### src/rtl/sample_transmitter.sv
// Streams NUM_SAMPLES bytes from sample RAM to the UART while grant_txd is held, then raises done_txd.
// Define SAMPLE_TRANSMITTER_CHECKSUM_EN to append an XOR checksum byte to each frame.
module sample_transmitter #(
    parameter int ADDR_W      = 8,
    parameter int NUM_SAMPLES = 256
) (
    input  logic              clk,
    input  logic              rst,
    input  logic              grant_txd,
    output logic              done_txd,
    output logic [ADDR_W-1:0] mem_addr,
    input  logic [7:0]        mem_data,
    output logic [7:0]        tx_data,
    output logic              tx_start,
    input  logic              tx_busy
);

`ifdef SAMPLE_TRANSMITTER_CHECKSUM_EN
    typedef enum logic [2:0] {IDLE, FETCH, LOAD, START, ACK, DRAIN, CKSUM, DONE} state_t;
`else
    typedef enum logic [2:0] {IDLE, FETCH, LOAD, START, ACK, DRAIN, DONE} state_t;
`endif

    // Count is one bit wider than the address so NUM_SAMPLES = 2^ADDR_W fits.
    localparam logic [ADDR_W:0] LAST = (ADDR_W+1)'(NUM_SAMPLES - 1);

    state_t          state;
    logic [ADDR_W:0] count;
`ifdef SAMPLE_TRANSMITTER_CHECKSUM_EN
    logic [7:0]      cksum;
    logic            cksum_sent;
`endif

    always_ff @(posedge clk) begin
        if (rst) begin
            state    <= IDLE;
            done_txd <= 1'b0;
            tx_start <= 1'b0;
            tx_data  <= '0;
            mem_addr <= '0;
            count    <= '0;
`ifdef SAMPLE_TRANSMITTER_CHECKSUM_EN
            cksum      <= '0;
            cksum_sent <= 1'b0;
`endif
        end else begin
            tx_start <= 1'b0;
            // Losing the grant mid-frame abandons it; an issued tx_start is left to the UART.
            if (!grant_txd && state != IDLE && state != DONE) begin
                state    <= IDLE;
                mem_addr <= '0;
                count    <= '0;
            end else begin
                case (state)
                    IDLE: begin
                        mem_addr <= '0;
                        count    <= '0;
                        done_txd <= 1'b0;
`ifdef SAMPLE_TRANSMITTER_CHECKSUM_EN
                        cksum      <= '0;
                        cksum_sent <= 1'b0;
`endif
                        if (grant_txd)
                            state <= FETCH;
                    end
                    FETCH: state <= LOAD;
                    LOAD: begin
                        tx_data  <= mem_data;
                        tx_start <= 1'b1;
`ifdef SAMPLE_TRANSMITTER_CHECKSUM_EN
                        cksum <= cksum ^ mem_data;
`endif
                        state <= START;
                    end
                    START: state <= ACK;
                    ACK: begin
                        if (tx_busy)
                            state <= DRAIN;
                    end
`ifdef SAMPLE_TRANSMITTER_CHECKSUM_EN
                    DRAIN: begin
                        if (!tx_busy) begin
                            if (cksum_sent) begin
                                done_txd <= 1'b1;
                                state    <= DONE;
                            end else if (count == LAST) begin
                                state <= CKSUM;
                            end else begin
                                count    <= count + (ADDR_W+1)'(1);
                                mem_addr <= mem_addr + ADDR_W'(1);
                                state    <= FETCH;
                            end
                        end
                    end
                    CKSUM: begin
                        tx_data    <= cksum;
                        tx_start   <= 1'b1;
                        cksum_sent <= 1'b1;
                        state      <= START;
                    end
`else
                    DRAIN: begin
                        if (!tx_busy) begin
                            if (count == LAST) begin
                                done_txd <= 1'b1;
                                state    <= DONE;
                            end else begin
                                count    <= count + (ADDR_W+1)'(1);
                                mem_addr <= mem_addr + ADDR_W'(1);
                                state    <= FETCH;
                            end
                        end
                    end
`endif
                    DONE: begin
                        if (!grant_txd) begin
                            done_txd <= 1'b0;
                            mem_addr <= '0;
                            count    <= '0;
                            state    <= IDLE;
                        end
                    end
                    default: state <= IDLE;
                endcase
            end
        end
    end

endmodule

### config.mk
export PLATFORM = sky130hd
export DESIGN_NAME = sample_transmitter
export DESIGN_NICKNAME = d
export VERILOG_FILES = /design/src/rtl/sample_transmitter.sv
export SDC_FILE = /design/constraint.sdc
export NUM_CORES = 1
export LEC_CHECK = 0
export CORE_UTILIZATION = 54
export DETAILED_ROUTE_END_ITERATION = 10
export GPL_TIMING_DRIVEN = 0
export PLACE_DENSITY = 0.92
export SYNTH_ARGS = -nofsm -noshare
export SYNTH_HDL_FRONTEND = slang
export SYNTH_SLANG_ARGS = --single-unit
### constraint.sdc
create_clock -name clk -period 6.69 [get_ports clk]
set_clock_uncertainty 0.1 [all_clocks]
set_input_delay 1.338 -clock clk [delete_from_list [all_inputs] [get_ports clk]]
set_output_delay 1.338 -clock clk [all_outputs]
set_load 0.05 [all_outputs]
**Word level (Yosys, flattened, before mapping)**

Index checks and enable logic that the tools add are counted.

- $add $sub $neg: 2
- Eq/ne operators: 14
- Muxes and demuxes: 19
- Bitwise operators: 1
- Reductions and logical operators: 11

Operator list:

| operator | count |
|---|---|
| $mux W9 | 3 |
| $pmux W9 S3 | 1 |
| $mux W8 | 3 |
| $pmux W8 S3 | 1 |
| $pmux W3 S7 | 1 |
| $mux W3 | 5 |
| $ne A2 B2 Y1 const B | 6 |
| $add A9 B1 Y9 const B | 1 |
| $eq A3 B3 Y1 const B | 3 |
| $eq A9 B8 Y1 const B | 1 |
| $add A8 B1 Y8 const B | 1 |
| $reduce_and A4 Y1 | 2 |
| $eq A3 B2 Y1 const B | 2 |
| $reduce_bool A3 Y1 | 2 |
| $reduce_and A5 Y1 | 1 |
| $mux W1 | 4 |
| $eq A3 B1 Y1 const B | 1 |
| $logic_not A3 Y1 | 1 |
| $ne A3 B3 Y1 const B | 1 |
| $pmux W1 S3 | 1 |
| $logic_and A1 B1 Y1 | 2 |
| $reduce_and A2 Y1 | 1 |
| $reduce_or A2 Y1 | 1 |
| $logic_not A1 Y1 | 1 |
| $not A1 Y1 | 1 |

- Flip-flop bits (word level): 30
- Output and inout bits: 18

**Logic depth before layout (Yosys ltp)**

- Depth after elaboration: 5
- Mapped depth: 10
- Gate-level depth less buffers: 9

**Least setup slack after synthesis**

Ideal clock, no wire load.

- Kind: in2reg
- Start: in rst
- End: reg count[4]
- Library setup time: 87 ps
- Arrival time: 2,322 ps
- Data required time: 6,503 ps
- Slack: 4,181 ps
- Stages: 5
- Cells stage by stage: clkbuf_1 -> o31a_1 -> buf_6 -> a2111o_1 -> o31ai_1

- Cells in the longest elaborated chain, start to end: 1

Ends and longest elaborated chain:

| what | line | source |
|---|---|---|
| start, declared | 8 | `input logic rst,` |
| $reduce_or A2 Y1 (no line) | n/a |  |
| end signal, assigned | 108 | `count <= count + (ADDR_W+1)'(1);` |
| end, declared | 28 | `logic [ADDR_W:0] count;` |

No other way between the ends.
A chain may end at the register's enable or synchronous reset.

**Worst setup path after layout**

- Start: reg mem_addr[5]
- End: out mem_addr[5]

RTL lines:

| what | line | source |
|---|---|---|
| start, declared | 11 | `output logic [ADDR_W-1:0] mem_addr,` |
| start signal, assigned | 109 | `mem_addr <= mem_addr + ADDR_W'(1);` |

No word-level cell between the ends.

==> summary.txt <==
Power and ir drop
  • Leakage: 0.6364 nW
  • Clock power frac: 0.321
  • Int Pwr: 0.0002464 W
  • PD cells: 179.3 mW/mm2
  • Gate power share: 0.130
  • Switching part of the total power: 0.2538
  • Switch Pwr: 0.00008381 W
  • Sequential power share: 0.549
  • Max IR drop VDD: 0.1288 mV

Clock network
  • Total CTS buffers: 5
  • Cts hold-fix bufs: 0
  • Clock Path Buffers: 2
  • Htree depth: 2
  • Sink Count: 30
  • CTS root buffer: clkbuf_4
  • CTS resizes: 0
  • Clock transition at path regs: 0.09 ns
  • Worst skew pair latency: 0.32 ns
  • CTS tree: built
  • Setup Buffers After CTS: 0

Setup path
  • Crit Path Class: register to primary output
  • Buffers plus inverters on the worst setup path: 1
  • Critical-path top delay cell: clkdlybuf4s50_1
  • Crit path arrival time: 1.60 ns
  • Worst path top cell family by delay: buffers and inverters
  • Crit end category: primary output
  • Crit path cell chain: clkdlybuf4s50_1
  • CP startpoint kind: register
  • Worst EP required: 5.25 ns
  • Critical path peak fanout: 5
  • Critical Path Max Stage Delay: 0.84 ns

Global route
  • Vias in the first global route: 1286
  • Tot GR Track Use: 0.2751
  • Largest net degree at the start of global routing: 11
  • Initial antenna violation count: 0
  • GRT overflow: 0
  • First-pass GRT wire length: 5.582 mm

Synth
  • Mapped cell area: 0.001463 mm2
  • Async S/R FF share, synth: 0
  • Syn. warnings: 0
  • Syn_area_per_cell: 8.758 um2
  • Ys flop type: dfxtp_1
  • FF+latch count, synth: 30
  • Syn nets: 182
  • Synth cell types: 38
  • Post-Syn Instances: 167
  • Seq/Total Area, Yosys: 0.4106
  • EDFF count, synth: 0

Floorplanning
  • Starting Density: 0.5799
  • CORE AREA: 0.002522 mm2
  • Row count: 18
  • Die Y: 54.05 um
  • I/O pin count: 30
  • Die Area: 0.002921 mm2
  • Chip width: 54.05 um

Finish
  • Fin nets: 218
  • Commonest non-fill, non-tap cell in the layout: dfxtp_1
  • Area grow syn2layout: 25.92%
  • Core Util, Final: 0.7302
  • Commonest cells after routing, fill and taps aside: dfxtp_1, clkdlybuf4s50_1, nor2_1
  • Share of cells above drive strength 1: 0.1040
  • N_diodes: 0

STA
  • Fin Setup TNS: 0 ns
  • Worst-Margin Slew: 0.5099 ns
  • Final Slew Violations: 0
  • Worst relative slew slack: 0.6590
  • Max Fclk: 329.2 MHz
  • Tcrit/Tclk final: 0.4541
  • RSZ-0062 raised after global routing: no
  • Hold Vio Cnt, Final: 0
  • Final setup fails: 0
  • Tmin final: 3.038 ns

Placement
  • Port Buf Inserts: 29
  • RePlAce Congestion: 0.8245
  • Post-DP HPWL: 2.434 mm

Drt
  • Final wirelength: 3.544 mm
  • Antenna Violating Nets Remaining: 0
  • Vias: 1407
  • 1st-iter DRT viols: 43
  • Metal3 WL: 189 um
  • DR pass1 iterations: 4
  • DR top layer: met4
  • Wire per inst: 15.28 um
  • Vias per cell: 6.065
  • Routed met2 length: 1.759 mm
  • Detailed-route DRC error count: 0
  • Met1 Wirelength: 1.514 mm

Status
  • Outcome: finished clean

Run
  • Max_cap viols: 0

Min path
  • Hold Path Class: register to register
[cells by family after synthesis]
group | Yosys count | share of synthesized area
AOI/OAI and AO/OA | 46 | 0.2062
xor gates and xnor gates | 1 | 0.005989
adders and majority gates | 3 | 0.02567
buffers and inverters | 17 | 0.07441
DFF | 30 | 0.4106
muxes | 8 | 0.05475
and+or+nand+nor | 62 | 0.2224
[final cells by class]
type | count | area (um2)
timing repair buffer | 29 | 290.3
clock buffer | 6 | 51.30
inverter | 6 | 22.52
multi-input combinational | 120 | 753.2
sequential | 30 | 600.6
tap | 30 | 37.54
fill | 194 | 680.7
buffer | 11 | 86.33
[cell usage after synthesis, drive strengths merged (2+ instances only)]
cell type | number | area [um2]
dfxtp | 30 | 600.6
nor2 | 19 | 73.82
a21oi | 17 | 85.08
nand2 | 12 | 45.04
o21ai | 11 | 55.05
buf | 10 | 82.57
a311oi | 8 | 76.32
mux2i | 8 | 80.08
nand3 | 8 | 40.04
nor3 | 7 | 40.04
inv | 6 | 22.52
ha | 3 | 37.54
nand2b | 3 | 18.77
nand3b | 3 | 35.03
a41oi | 2 | 17.52
and3 | 2 | 12.51
o31a | 2 | 17.52
or3 | 2 | 12.51
[metal layers]
layer / track usage / vias to the layer above
met3: 0.09887 / 13
met5: 0 / -
li1: - / 680
met2: 0.4650 / 65
met4: 0.1282 / 0
met1: 0.3053 / 649
[power by group through the flow]
| stage | registers (W) | clock network, W | logic (W) |
|---|---|---|---|
| final | 0.000181 | 0.000106 | 0.0000430 |
| after detailed placement | 0.000186 | 0 | 0.0000420 |
| after floorplan | 0.000189 | 0 | 0.0000246 |
| after global placement | 0.000185 | 0 | 0.0000409 |
| after CTS | 0.000181 | 0.000107 | 0.0000426 |
| after global routing | 0.000182 | 0.000114 | 0.0000458 |
[worst paths after layout]
check / from / end / slack (ns) / cells past startpoint
setup reg to reg: count[0]$_SDFFE_PP0P_ / mem_addr[7]$_SDFFE_PP0P_ / 4.12 / 10
setup / recovery: mem_addr[5]$_SDFFE_PP0P_ / mem_addr[5] / 3.65 / 1
hold reg to reg: mem_addr[7]$_SDFFE_PP0P_ / mem_addr[7]$_SDFFE_PP0P_ / 0.38 / 1
hold / removal: mem_addr[7]$_SDFFE_PP0P_ / mem_addr[7]$_SDFFE_PP0P_ / 0.38 / 1
[metrics by stage]
stage                     area (um2)  worst slack [ns]  power [W]  hold WS (ns)  cells
final                           1842             3.652  0.0003302        0.3790    232
after CTS                       1842             3.662  0.0003311        0.3898    232
after detailed placement        1790             3.590  0.0002276        0.3771    226
after floorplan                 1463             4.181  0.0002131        0.3374    167
after global placement          1790             3.650  0.0002264        0.3585    226
after global routing            1842             3.591  0.0003417        0.4198    232
[sequential cells by signal, indices dropped and copies added, names as in the netlist]
signal and count:
state 3, mem_addr 8, count 9, tx_start 1, tx_data 8, done_txd 1
No activity file was read; power rests on OpenSTA's default activity.
